$ cat config.mk
export PLATFORM = sky130hd
export DESIGN_NAME = ps2_host_tx
export DESIGN_NICKNAME = d
export VERILOG_FILES = /design/src/rtl/ps2_pkg.sv /design/src/rtl/ps2_line_sync.sv /design/src/rtl/ps2_host_tx.sv
export SDC_FILE = /design/constraint.sdc
export NUM_CORES = 1
export LEC_CHECK = 0
export BUFFER_PORTS_ARGS = -buffer_cell sky130_fd_sc_hd__clkbuf_2
export CORE_UTILIZATION = 60
export DETAILED_ROUTE_END_ITERATION = 10
export PLACE_DENSITY = 0.83
export SYNTH_ARGS = -nofsm -noshare
export SYNTH_HDL_FRONTEND = slang
export SYNTH_SLANG_ARGS = --single-unit
$ cat constraint.sdc
create_clock -name clk -period 2.8 [get_ports clk]
set_input_delay 0.56 -clock clk [delete_from_list [all_inputs] [get_ports clk]]
set_output_delay 0.56 -clock clk [all_outputs]
set_load 0.005 [all_outputs]
$ cat src/rtl/ps2_pkg.sv
// Shared PS/2 definitions: host-transmit FSM states, frame size,
// default line timings and common keyboard command bytes.
package ps2_pkg;

  typedef enum logic [2:0] {
    IDLE,
    INHIBIT,
    RTS,
    SHIFT,
    ACK,
    WAIT_IDLE
  } ps2_tx_state_t;

  localparam int PS2_FRAME_BITS         = 11;
  localparam int PS2_DEF_INHIBIT_CYCLES = 5000;
  localparam int PS2_DEF_TIMEOUT_CYCLES = 750000;

  localparam logic [7:0] CMD_SET_LEDS = 8'hED;
  localparam logic [7:0] CMD_RESET    = 8'hFF;
  localparam logic [7:0] CMD_ENABLE   = 8'hF4;
  localparam logic [7:0] RESP_ACK     = 8'hFA;

  function automatic logic ps2_odd_parity(input logic [7:0] b);
    return ~^b;
  endfunction

endpackage

$ cat src/rtl/ps2_line_sync.sv
// Two-flop synchronizer for PS2_Clock/PS2_Data plus a clock falling-edge flag.
// Edge flag appears 2 cycles after the pin change; no backpressure.
module ps2_line_sync (
  input  logic clk,
  input  logic rst_n,
  input  logic i_clk_pin,
  input  logic i_dat_pin,
  output logic o_clk_sync,
  output logic o_dat_sync,
  output logic o_clk_fall
);

  logic [1:0] r_clk_sync;
  logic [1:0] r_dat_sync;
  logic       r_clk_prev;

  // Reset to the released (high) bus level so no false edge follows reset.
  always_ff @(posedge clk or negedge rst_n) begin
    if (!rst_n) begin
      r_clk_sync <= 2'b11;
      r_dat_sync <= 2'b11;
      r_clk_prev <= 1'b1;
    end else begin
      r_clk_sync <= {r_clk_sync[0], i_clk_pin};
      r_dat_sync <= {r_dat_sync[0], i_dat_pin};
      r_clk_prev <= r_clk_sync[1];
    end
  end

  assign o_clk_sync = r_clk_sync[1];
  assign o_dat_sync = r_dat_sync[1];
  assign o_clk_fall = r_clk_prev & ~r_clk_sync[1];

endmodule

$ cat src/rtl/ps2_host_tx.sv
// Host-to-device PS/2 byte transmitter (inhibit, RTS, shift, ACK) with open-drain enables.
// Data follows a device clock fall by 3 cycles; tx_ready is high only in IDLE, requests while busy are dropped.
module ps2_host_tx
  import ps2_pkg::*;
#(
  parameter int INHIBIT_CYCLES = PS2_DEF_INHIBIT_CYCLES,
  parameter int TIMEOUT_CYCLES = PS2_DEF_TIMEOUT_CYCLES
) (
  input  logic       clk,
  input  logic       rst_n,
  input  logic [7:0] tx_data,
  input  logic       tx_valid,
  output logic       tx_ready,
  output logic       busy,
  output logic       tx_done,
  output logic       tx_err,
  input  logic       ps2_clk_in,
  input  logic       ps2_data_in,
  output logic       ps2_clk_oe,
  output logic       ps2_data_oe
);

  localparam int IW = $clog2(INHIBIT_CYCLES + 1);
  localparam int TW = $clog2(TIMEOUT_CYCLES + 1);
  localparam logic [IW-1:0] INH_LAST  = IW'(INHIBIT_CYCLES - 1);
  localparam logic [TW-1:0] TO_LAST   = TW'(TIMEOUT_CYCLES - 1);
  localparam logic [3:0]    LAST_EDGE = 4'(PS2_FRAME_BITS - 2);

  ps2_tx_state_t r_state;
  logic [IW-1:0] r_inh_cnt;
  logic [TW-1:0] r_to_cnt;
  logic [3:0]    r_edge_cnt;
  logic [8:0]    r_shift;
  logic          r_ready, r_busy, r_done, r_err, r_clk_oe, r_data_oe;
  logic          w_clk_sync, w_dat_sync, w_clk_fall, w_timeout;

  ps2_line_sync u_sync (
    .clk        (clk),
    .rst_n      (rst_n),
    .i_clk_pin  (ps2_clk_in),
    .i_dat_pin  (ps2_data_in),
    .o_clk_sync (w_clk_sync),
    .o_dat_sync (w_dat_sync),
    .o_clk_fall (w_clk_fall)
  );

  // A falling edge in the same cycle as the limit still counts as activity.
  assign w_timeout = (r_to_cnt == TO_LAST) && !w_clk_fall;

  always_ff @(posedge clk or negedge rst_n) begin
    if (!rst_n) begin
      r_state    <= IDLE;
      r_inh_cnt  <= '0;
      r_to_cnt   <= '0;
      r_edge_cnt <= '0;
      r_shift    <= '0;
      r_ready    <= 1'b0;
      r_busy     <= 1'b0;
      r_done     <= 1'b0;
      r_err      <= 1'b0;
      r_clk_oe   <= 1'b0;
      r_data_oe  <= 1'b0;
    end else begin
      r_done <= 1'b0;
      r_err  <= 1'b0;
      case (r_state)
        IDLE: begin
          r_ready <= 1'b1;
          if (tx_valid && r_ready) begin
            r_shift   <= {ps2_odd_parity(tx_data), tx_data};
            r_inh_cnt <= '0;
            r_clk_oe  <= 1'b1;
            r_busy    <= 1'b1;
            r_ready   <= 1'b0;
            r_state   <= INHIBIT;
          end
        end
        INHIBIT: begin
          if (r_inh_cnt == INH_LAST) begin
            r_data_oe <= 1'b1;
            r_state   <= RTS;
          end else begin
            r_inh_cnt <= r_inh_cnt + IW'(1);
          end
        end
        RTS: begin
          r_clk_oe   <= 1'b0;
          r_edge_cnt <= '0;
          r_to_cnt   <= '0;
          r_state    <= SHIFT;
        end
        SHIFT, ACK, WAIT_IDLE: begin
          r_to_cnt <= w_clk_fall ? '0 : r_to_cnt + TW'(1);
          if (w_timeout) begin
            r_err     <= 1'b1;
            r_busy    <= 1'b0;
            r_clk_oe  <= 1'b0;
            r_data_oe <= 1'b0;
            r_state   <= IDLE;
          end else if (r_state == SHIFT) begin
            if (w_clk_fall) begin
              r_edge_cnt <= r_edge_cnt + 4'(1);
              if (r_edge_cnt == LAST_EDGE) begin
                r_data_oe <= 1'b0;
                r_state   <= ACK;
              end else begin
                r_data_oe <= ~r_shift[0];
                r_shift   <= {1'b0, r_shift[8:1]};
              end
            end
          end else if (r_state == ACK) begin
            if (w_clk_fall) begin
              if (!w_dat_sync) begin
                r_state <= WAIT_IDLE;
              end else begin
                r_err   <= 1'b1;
                r_busy  <= 1'b0;
                r_state <= IDLE;
              end
            end
          end else if (w_clk_sync && w_dat_sync) begin
            r_done  <= 1'b1;
            r_busy  <= 1'b0;
            r_state <= IDLE;
          end
        end
        default: r_state <= IDLE;
      endcase
    end
  end

  assign tx_ready    = r_ready;
  assign busy        = r_busy;
  assign tx_done     = r_done;
  assign tx_err      = r_err;
  assign ps2_clk_oe  = r_clk_oe;
  assign ps2_data_oe = r_data_oe;

endmodule
==> results.tsv, run 1 <==
stage	metric	value	unit
logic_synthesis	Yosys reg bits	60	
place	placer congestion estimate	0.890	
cells_and_area	commonest non-fill, non-tap cell in the layout	dfrtp_1	
power	power density over cell area	453	nW/um^2
place	HPWL after detailed placement	4860	um
logic_synthesis	mapped cell area	3320	sq um
place	PortBufs	18	
power	static leakage	1.58	nW
global_routing	largest net degree at the start of global routing	36	
logic_synthesis	sequential fraction of the synthesis area	0.454	
timing	Slew HR	0.544	
logic_synthesis	Post-synth EDFFs	0	
cts	CTS tree	built	
logic_synthesis	synthesized instance count	343	
cts	number of gates resized after CTS	0	
power	clock power share	0.427	
worst_setup_path	Arrival @ worst endpoint	2.30	ns
route	Total Wirelength	7090	um
logic_synthesis	syn avg cell area	9.68	sq um
power	sw frac	0.216	
run	Max-Cap Viols	0	
logic_synthesis	Distinct cells, synth	62	
logic_synthesis	Synth Area in Compound Gates	0.179	
route	antenna-violating nets left	0	
global_routing	gr ovfl total	0	
cells_and_area	Area Overhead vs Synth	10.2	%
logic_synthesis	largest family of logic cells by synthesized area	simple AND/OR/NAND/NOR gates	
route	drt drc	0	
logic_synthesis	Async S/R FF share, synth	1.00	
worst_setup_path	startpoint types	register	
route	vias after detailed routing	2768	
worst_setup_path	crit-path max FO	15	
logic_synthesis	xor/xnor cell area share of the yosys netlist	0.0317	
worst_setup_path	Crit Reg-Reg Endpoint	r_inh_cnt[12]	
timing	Max Transition Viols Final	0	
worst_setup_path	Worst R2R Path Depth	5	
cts	post-CTS setup buffers	0	
global_routing	first-pass GRT wire length	12400	um
power	internal power	1.30	mW
global_routing	gr usage total	0.271	
timing	final hold vios	0	
worst_setup_path	FF-to-FF setup slack	0.75	ns
power	net load switching power	359	uW
route	DRT iter0 DRCs	281	
die	die width	76.4	um
cts	htree depth	3	
place	Placed Cells	425	
worst_setup_path	Worst Setup SP	r_state[2]	
logic_synthesis	Synth Area in Adders	0.0151	
cells_and_area	Final nets	383	
power	Peak VDD IR	0.355	mV
timing	fmax	489	MHz
die	Die Height	76.4	um
cts	Root Driver	clkbuf_8	
logic_synthesis	post-synthesis mux area share	0.0392	
cells_and_area	ANT cells	0	
timing	TNS Setup	0	ns
timing	Setup Skew	0.00512	ns
logic_synthesis	syn nets	360	
worst_setup_path	WP data required	3.06	ns
route	first drt pass iteration count	5	
logic_synthesis	Synth Area in Simple Gates	0.254	
die	row count	26	
cells_and_area	Post-Layout Cell Count	441	
logic_synthesis	YS warnings	0	
power	Gate power share	0.039	
timing	Tmin final	2.05	ns
cts	CTS clk-pin slew, worst paths	0.06	ns
global_routing	initial antenna violation count	0	
timing	Slew @ Worst Pin	0.684	ns
cts	cts hold-fix bufs	0	
timing	Final Cycle Share	0.731	
global_routing	vias in the first global route	2636	
cts	clock sinks	60	
outcome	status	complete, no violations	
route	routed len/inst	16.1	um
worst_setup_path	Worst Setup Path Type	reg2reg	
worst_setup_path	CP Capture Point	r_inh_cnt[12]	
worst_setup_path	CP endpoint kind	register	
die	Starting Density	0.638	
power	Reg power frac	0.534	
die	core area	5200	sq um
die	boundary pin count	19	
cts	CTS Buffer Depth	2	
cells_and_area	most frequent cells in the layout	dfrtp_1, nand2_1, o21ai_0	
cells_and_area	share of layout cells above drive strength 1	0.154	
logic_synthesis	Primary FF master, synth	dfrtp_1	
timing	# setup viols final	0	
route	vias per cell	6.28	
worst_setup_path	RR Startpoint	r_state[2]	
timing	RSZ-0062 raised after global routing	false	
hold_path	Min-Delay Path Class	in2async	
die	Die Footprint	5840	sq um
cts	CTS buffer count	9	
cells_and_area	fillers	382	
cts	worst-skew pair later-pin latency	0.33	ns
==> critical path: stages, from the launching register on <==
cell	delay, ns
dfrtp_1	0.57
nor2_4	0.20
a21boi_4	0.32
nand2_2	0.20
or4_1	0.54
a21oi_1	0.16
==> synth_stat cells (6+ instances only) <==
master	count	area share
dfrtp_1	55	0.41
nand2_1	36	0.041
o21ai_0	29	0.044
nor2_1	28	0.032
nand3_1	22	0.033
a21oi_1	16	0.024
mux2i_1	13	0.039
nand4_1	10	0.019
o31ai_1	8	0.018
inv_1	7	0.0079
o311ai_0	7	0.018
xnor2_1	7	0.018
and3_1	6	0.011
==> layer usage <==
metal | vias up | part of all wire | track usage | wire length (um)
met1 | 1327 | 0.45 | 0.374 | 3210
met3 | 20 | 0.053 | 0.0467 | 374
met5 | - | 0 | 0 | 0
li1 | 1325 | - | - | -
met4 | 0 | 0.026 | 0.135 | 182
met2 | 96 | 0.47 | 0.415 | 3330
==> layout make-up <==
cell class | instances | area [sq um] | area share
multi-input cells | 266 | 1720 | 0.471
flip-flops and latches | 60 | 1510 | 0.412
clock buffers | 15 | 176 | 0.0482
repair buffers | 22 | 133 | 0.0363
well taps | 70 | 87.6 | 0.0239
inverters | 7 | 26.3 | 0.00718
clock inverters | 1 | 5.00 | 0.00137
==> power groups by stage <==
stage	Sequential [mW]	Combinational, mW	Clock (mW)
2_1_floorplan	0.900	0.0296	0
3_3_place_gp	0.901	0.0634	0
3_5_place_dp	0.902	0.0653	0
5_1_grt	0.887	0.0747	0.752
6_report	0.886	0.0649	0.708
4_1_cts	0.886	0.0666	0.721
==> through the flow <==
| stage | hold WS, ns | worst slack [ns] | area [sq um] | util | total power [mW] |
|---|---|---|---|---|---|
| floorplan | 0.264 | 0.987 | 3320 | - | 0.929 |
| global placement | 0.346 | 0.868 | 3480 | 0.668 | 0.965 |
| detailed placement | 0.349 | 0.796 | 3480 | 0.668 | 0.967 |
| CTS | 0.274 | 0.774 | 3660 | 0.703 | 1.67 |
| global route | 0.305 | 0.616 | 3660 | 0.703 | 1.71 |
| finish | 0.259 | 0.754 | 3660 | 0.703 | 1.66 |
==> cell families (layout without fill, tap and decap cells) <==
| family | count (synthesis) | after routing |
|---|---|---|
| DFF | 60 | 60 |
| AOI/OAI and AO/OA | 89 | 89 |
| buffers and inverters | 17 | 45 |
| muxes | 13 | 13 |
| and+or+nand+nor | 148 | 148 |
| xor gates and xnor gates | 12 | 12 |
| adders and majority gates | 4 | 4 |
==> flip-flops by register name, summed over array words and instances (netlist names) <==
register / flops
ps2_clk_oe: 1
tx_done: 1
tx_ready: 1
u_sync.r_dat_sync: 2
busy: 1
r_inh_cnt: 13
u_sync.r_clk_sync: 2
u_sync.r_clk_prev: 1
tx_err: 1
r_to_cnt: 20
r_edge_cnt: 4
ps2_data_oe: 1
r_state: 3
r_shift: 9
==> worst min path at each step <==
stage,start,end,slack (ns),cells after the start
after global placement,u_sync.r_dat_sync[0],u_sync.r_dat_sync[1],0.35,0
after detailed placement,u_sync.r_dat_sync[0],u_sync.r_dat_sync[1],0.35,0
after global routing,ps2_clk_in,u_sync.r_clk_sync[0],0.30,1
after floorplan,rst_n,busy,0.26,0
final,rst_n,r_inh_cnt[10],0.26,1
after CTS,rst_n,r_inh_cnt[10],0.27,1
No activity file was read; power rests on OpenSTA's default activity.
==> run 2: changes to the inputs <==
ABC_AREA = 1   (was not set)
clock period = 2.01 ns   (was 2.8 ns; I/O delays follow)
==> run 2 against run 1 <==
Wire length is 8.5% higher. Flip-flop and latch count did not move. Final cell count up 31%. Critical endpoint is now r_to_cnt[18]. Global-route usage up 1.1 points. Sequential power is 98% higher. Via count increased by 15%. Clock power is 47% higher. Cell area up 6.3%. Utilization is 0.099 points lower. Highest routed layer unchanged. Power increased to 2.9 times the previous value. Sequential share of layout area decreased by 2.4 points.
==> results.tsv, run 2 <==
stage	metric	value	unit	change
cells_and_area	Register Area	1510	sq um	unchanged
cells_and_area	Multi-input gate area	1680	sq um	was 1720 sq um
die	boundary pin count	19		unchanged
route	antenna-violating nets left	0		unchanged
cts	number of gates resized after CTS	0		unchanged
cts	htree depth	3		unchanged
route	vias after detailed routing	3186		was 2768
die	core area	5540	sq um	was 5200 sq um
route	vias per cell	5.53		was 6.28
timing	Tmin final	1.85	ns	was 2.05 ns
logic_synthesis	YS warnings	0		unchanged
global_routing	gr usage total	0.282		was 0.271
cts	post-CTS setup buffers	0		unchanged
place	pre-CTS WS	0.131	ns	was 0.796 ns
cells_and_area	commonest non-fill, non-tap cell in the layout	nand2_1		was dfrtp_1
die	Die Footprint	6070	sq um	was 5840 sq um
cells_and_area	Area Overhead vs Synth	12.4	%	was 10.2%
timing	RSZ-0062 raised after global routing	true		was false
timing	TNS Setup	0	ns	unchanged
route	routed len/inst	13.4	um	was 16.1 um
cells_and_area	fillers	437		was 382
cts	CTS Buffer Depth	2		unchanged
logic_synthesis	most frequent cells after synthesis	nand2_1, inv_1, dfrtp_1		was dfrtp_1, nand2_1, o21ai_0
cells_and_area	share of layout cells above drive strength 1	0.129		was 0.154
power	Power Total	4.76	mW	was 1.66 mW
cts	Root Driver	clkbuf_8		unchanged
logic_synthesis	Post-synth EDFFs	0		unchanged
timing	Final Cycle Share	0.919		was 0.731
logic_synthesis	Async S/R FF share, synth	1.00		unchanged
logic_synthesis	syn nets	486		was 360
global_routing	largest net degree at the start of global routing	61		was 36
logic_synthesis	Distinct cells, synth	36		was 62
cts	CTS buffer count	9		unchanged
route	first drt pass iteration count	5		unchanged
worst_setup_path	FF-to-FF setup slack	0.16	ns	was 0.75 ns
route	drt drc	0		unchanged
logic_synthesis	Yosys top cell by area	dfrtp_1		unchanged
cts	CTS clk-pin slew, worst paths	0.07	ns	was 0.06 ns
logic_synthesis	syn avg cell area	7.37	sq um	was 9.68 sq um
outcome	status	complete, no violations		unchanged
worst_setup_path	Crit Reg-Reg Endpoint	r_to_cnt[18]		was r_inh_cnt[12]
logic_synthesis	mapped cell area	3460	sq um	was 3320 sq um
logic_synthesis	top cells by area, synth	dfrtp_1, nand2_1, inv_1		was dfrtp_1, o21ai_0, nand2_1
worst_setup_path	RR Startpoint	r_to_cnt[0]		was r_state[2]
cells_and_area	Largest regs	r_to_cnt (20), r_inh_cnt (13), r_shift (9)		unchanged
die	row count	27		was 26
global_routing	gr ovfl total	0		unchanged
timing	post-route setup slack	0.163	ns	was 0.754 ns
global_routing	vias in the first global route	2960		was 2636
place	HPWL after detailed placement	5330	um	was 4860 um
power	static leakage	1.87	nW	was 1.58 nW
run	Max-Cap Viols	0		unchanged
timing	Slew HR	0.714		was 0.544
die	Die Height	77.9	um	was 76.4 um
logic_synthesis	post-synth top area share	0.398		was 0.414
place	PortBufs	18		unchanged
timing	Slew @ Worst Pin	0.428	ns	was 0.684 ns
route	Total Wirelength	7690	um	was 7090 um
logic_synthesis	Yosys reg bits	60		unchanged
worst_setup_path	WP data required	2.25	ns	was 3.06 ns
timing	Max Transition Viols Final	0		unchanged
cts	CTS tree	built		unchanged
route	DRT iter0 DRCs	199		was 281
logic_synthesis	synthesized instance count	469		was 343
place	placer congestion estimate	0.922		was 0.890
cells_and_area	fin util	0.702		was 0.703
worst_setup_path	Arrival @ worst endpoint	2.09	ns	was 2.30 ns
worst_setup_path	Worst Setup Path Type	reg2reg		unchanged
hold_path	Min-Delay Path Class	in2async		unchanged
worst_setup_path	startpoint types	register		unchanged
power	power density over cell area	1220	nW/um^2	was 453 nW/um^2
worst_setup_path	CP endpoint kind	register		unchanged
logic_synthesis	Primary FF master, synth	dfrtp_1		unchanged
die	Starting Density	0.624		was 0.638
timing	fmax	541	MHz	was 489 MHz
cts	worst-skew pair later-pin latency	0.35	ns	was 0.33 ns
logic_synthesis	most numerous cell in the Yosys netlist	nand2_1		was dfrtp_1
cts	cts hold-fix bufs	0		unchanged
timing	Setup Skew	0.0133	ns	was 0.00512 ns
timing	final hold vios	0		unchanged
cells_and_area	Top reg by flops	r_to_cnt		unchanged
cts	clock sinks	60		unchanged
cells_and_area	most frequent cells in the layout	nand2_1, inv_1, dfrtp_1		was dfrtp_1, nand2_1, o21ai_0
cells_and_area	ANT cells	0		unchanged
worst_setup_path	crit-path max FO	5		was 15
worst_setup_path	Worst R2R Path Depth	8		was 5
timing	# setup viols final	0		unchanged
cells_and_area	Final nets	516		was 383
global_routing	first-pass GRT wire length	13300	um	was 12400 um
die	die width	77.9	um	was 76.4 um
global_routing	initial antenna violation count	0		unchanged
power	Peak VDD IR	0.913	mV	was 0.355 mV
worst_setup_path	Worst Setup SP	r_to_cnt[0]		was r_state[2]
cells_and_area	Largest register FFs	20		unchanged
logic_synthesis	sequential fraction of the synthesis area	0.436		was 0.454
[run 2: cell types whose count changed in the layout (fill, tap and decap cells not counted), sizes merged, moves of 6 or more]
cell | before | now
nor3 | 5 | 16
o21ai | 31 | 52
mux2i | 13 | 0
o311ai | 7 | 0
a21oi | 17 | 10
o31ai | 8 | 2
nor2 | 30 | 36
inv | 7 | 65
nand3 | 23 | 42
xor2 | 5 | 12
nand2 | 40 | 129
[run 2: kinds of logic (layout without fill, tap and decap cells)]
logic type / Yosys count / after routing / share of synthesized area
xor+xnor: 18 / 18 / 0.0456
flops: 60 / 60 / 0.436
buf+inv: 75 / 110 / 0.0843
fa+ha+maj: 4 / 4 / 0.0145
compound gates: 77 / 77 / 0.127
simple gates: 235 / 235 / 0.293
[run 2: layout make-up]
| class | count | share of cell area |
|---|---|---|
| Clock buffer | 10 | 0.0328 |
| Clock inverter | 6 | 0.0142 |
| Inverter | 67 | 0.0656 |
| Multi-Input combinational cell | 334 | 0.433 |
| Sequential cell | 60 | 0.388 |
| Tap cell | 72 | 0.0232 |
| Timing Repair Buffer | 27 | 0.0438 |
[run 2: worst max path at each step]
stage / slack [ns] / end / cells after the start
after floorplan: 0.40 / ps2_clk_oe / 9
after global placement: 0.21 / ps2_clk_oe / 8
after detailed placement: 0.13 / ps2_clk_oe / 8
after CTS: 0.14 / ps2_clk_oe / 8
after global routing: 0.0003 / r_to_cnt[18] / 8
final: 0.16 / r_to_cnt[18] / 8
[run 2: where the power goes]
part	total, mW	internal (mW)	leakage (nW)	switching (mW)
sequential	1.75	1.50	0.787	0.252
combinational	1.97	0.668	0.982	1.30
clock	1.04	0.561	0.0996	0.482
[run 2: layer usage]
metal,vias up,routed length (um),global-route usage
met5,-,0,0
met4,0,123,0.113
met3,12,483,0.0541
met2,107,3440,0.435
met1,1488,3650,0.394
li1,1579,-,-
[run 2: critical path: stages (launching register included)]
cell     delay (ns)
dfrtp_1        0.39
ha_1           0.20
nand3_1        0.21
nor2_1         0.22
nand2_1        0.11
nor3_1         0.31
nand3_1        0.13
nand3_1        0.10
o21ai_0        0.07
[run 2: metrics by stage]
step           hold WS [ns]  cell area [sq um]  cells
6_report             0.0530               3890    576
5_1_grt              0.0995               3890    576
4_1_cts              0.0682               3860    576
3_5_place_dp          0.349               3680    560
3_3_place_gp          0.348               3680    560
2_1_floorplan         0.106               3460    469
==> run 3: changes to the inputs <==
BUFFER_PORTS_ARGS = -buffer_cell sky130_fd_sc_hd__buf_2   (was -buffer_cell sky130_fd_sc_hd__clkbuf_2)
SKIP_LAST_GASP = 1   (was not set)
==> run 3 against run 2 <==
Worst setup slack got worse by 0.056 ns. Critical path depth unchanged. Power down 0.57%. Clock power barely moved. Sequential power about the same. Maximum frequency is 2.9% lower.
==> results.tsv, run 3 (same netlist as run 2, synthesis figures left out) <==
stage	metric	value	unit	change
worst_setup_path	FF-to-FF setup slack	0.11	ns	was 0.16 ns
cts	cts hold-fix bufs	0		unchanged
cells_and_area	Post-Layout Cell Count	576		unchanged
worst_setup_path	RR Startpoint	r_to_cnt[0]		unchanged
die	Die Footprint	6070	sq um	unchanged
place	HPWL after detailed placement	5150	um	was 5330 um
outcome	status	complete, no violations		unchanged
power	Peak VDD IR	0.775	mV	was 0.913 mV
cts	number of gates resized after CTS	0		unchanged
die	boundary pin count	19		unchanged
die	die width	77.9	um	unchanged
worst_setup_path	Worst Setup Path Type	reg2reg		unchanged
cells_and_area	Area Overhead vs Synth	12.5	%	was 12.4%
cts	CTS clk-pin slew, worst paths	0.07	ns	about the same
place	PortBufs	18		unchanged
timing	Max Transition Viols Final	0		unchanged
die	Die Height	77.9	um	unchanged
cells_and_area	Top reg by flops	r_to_cnt		unchanged
route	vias after detailed routing	3136		was 3186
cells_and_area	Final nets	516		unchanged
cts	clock sinks	60		unchanged
worst_setup_path	delay-heaviest family, CP	simple AND/OR/NAND/NOR gates		unchanged
cts	Root Driver	clkbuf_8		unchanged
route	first drt pass iteration count	5		unchanged
route	DRT iter0 DRCs	161		was 199
power	power density over cell area	1220	nW/um^2	about the same
route	drt drc	0		unchanged
timing	Slew HR	0.726		was 0.714
cells_and_area	ANT cells	0		unchanged
global_routing	vias in the first global route	2905		was 2960
global_routing	gr ovfl total	0		unchanged
worst_setup_path	startpoint types	register		unchanged
timing	TNS Setup	0	ns	unchanged
cts	CTS buffer count	9		unchanged
worst_setup_path	Worst R2R Path Depth	8		unchanged
global_routing	initial antenna violation count	0		unchanged
timing	final hold vios	0		unchanged
timing	# setup viols final	0		unchanged
timing	Final Cycle Share	0.947		was 0.919
timing	fmax	526	MHz	was 541 MHz
route	Total Wirelength	7260	um	was 7690 um
worst_setup_path	slowest stage delay, CP	0.40	ns	was 0.39 ns
cts	worst-skew pair later-pin latency	0.34	ns	was 0.35 ns
cts	htree depth	3		unchanged
die	row count	27		unchanged
place	placer congestion estimate	0.915		was 0.922
run	Max-Cap Viols	0		unchanged
power	static leakage	1.86	nW	was 1.87 nW
route	antenna-violating nets left	0		unchanged
route	vias per cell	5.44		was 5.53
worst_setup_path	Worst Path Buf+Inv	0		unchanged
worst_setup_path	Worst Setup SP	r_to_cnt[0]		unchanged
timing	Slew @ Worst Pin	0.410	ns	was 0.428 ns
worst_setup_path	WP data required	2.24	ns	was 2.25 ns
cells_and_area	commonest non-fill, non-tap cell in the layout	nand2_1		unchanged
die	Starting Density	0.624		unchanged
die	core area	5540	sq um	unchanged
cells_and_area	Largest regs	r_to_cnt (20), r_inh_cnt (13), r_shift (9)		unchanged
cts	post-CTS setup buffers	0		unchanged
global_routing	first-pass GRT wire length	12700	um	was 13300 um
hold_path	Min-Delay Path Class	in2async		unchanged
cells_and_area	most frequent cells in the layout	nand2_1, inv_1, dfrtp_1		unchanged
cts	CTS Buffer Depth	2		unchanged
route	routed len/inst	12.6	um	was 13.4 um
timing	RSZ-0062 raised after global routing	true		unchanged
worst_setup_path	Top cell by count, worst path	nand2_1		was nand3_1
cells_and_area	share of layout cells above drive strength 1	0.123		was 0.129
timing	Setup Skew	0.00638	ns	was 0.0133 ns
worst_setup_path	Arrival @ worst endpoint	2.13	ns	was 2.09 ns
worst_setup_path	Crit Reg-Reg Endpoint	busy		was r_to_cnt[18]
place	Placed Cells	560		unchanged
cts	CTS tree	built		unchanged
global_routing	gr usage total	0.270		was 0.282
timing	Tmin final	1.90	ns	was 1.85 ns
worst_setup_path	Slowest-stage cell, CP	dfrtp_1		unchanged
cells_and_area	Largest register FFs	20		unchanged
global_routing	largest net degree at the start of global routing	61		unchanged
cells_and_area	fin util	0.702		about the same
worst_setup_path	worst path cell trace	ha_1 > nand3_1 > nor2_1 > nand3_2 > a21oi_1 > nand2_1 > o21bai_1 > nand2_1		was ha_1 > nand3_1 > nor2_1 > nand2_1 > nor3_1 > nand3_1 > nand3_1 > o21ai_0
worst_setup_path	CP endpoint kind	register		unchanged
worst_setup_path	crit-path max FO	13		was 5
-- run 3: worst max path at each step --
stage	end	slack, ns	depth (start not counted)
after detailed placement	r_state[2]	0.07	8
after global routing	busy	-0.05	8
final	busy	0.11	8
after CTS	busy	0.01	8
after floorplan	ps2_clk_oe	0.40	9
after global placement	ps2_clk_oe	0.21	8
-- run 3: report_power, final --
group	switching, mW	total [mW]	leakage [nW]	internal [mW]
Clock	0.467	1.07	0.0926	0.604
Combinational	1.25	1.92	0.983	0.666
Sequential	0.242	1.74	0.787	1.50
Total	1.96	4.73	1.86	2.77
-- run 3: layer usage --
metal  share of wire  global-route usage
met1            0.47               0.348
met2            0.45               0.423
met3           0.054              0.0718
met4           0.022               0.130
met5               0                   0
-- run 3: per-stage QoR --
step | hold slack, ns | setup WS (ns) | instance area (sq um) | power [mW]
3_5_place_dp | 0.347 | 0.0750 | 3680 | 3.64
2_1_floorplan | 0.106 | 0.401 | 3460 | 3.10
3_3_place_gp | 0.348 | 0.210 | 3680 | 3.59
6_report | 0.0591 | 0.107 | 3890 | 4.73
5_1_grt | 0.0837 | -0.0469 | 3890 | 5.11
4_1_cts | 0.0697 | 0.0142 | 3870 | 4.75
-- run 3: area by class of cell --
cell class,instances,area [sq um]
Multi-Input combinational cell,334,1680
Fill cell,468,1650
Sequential cell,60,1510
Inverter,67,251
Timing Repair Buffer,27,170
Clock buffer,12,145
Tap cell,72,90.1
Clock inverter,4,50.0
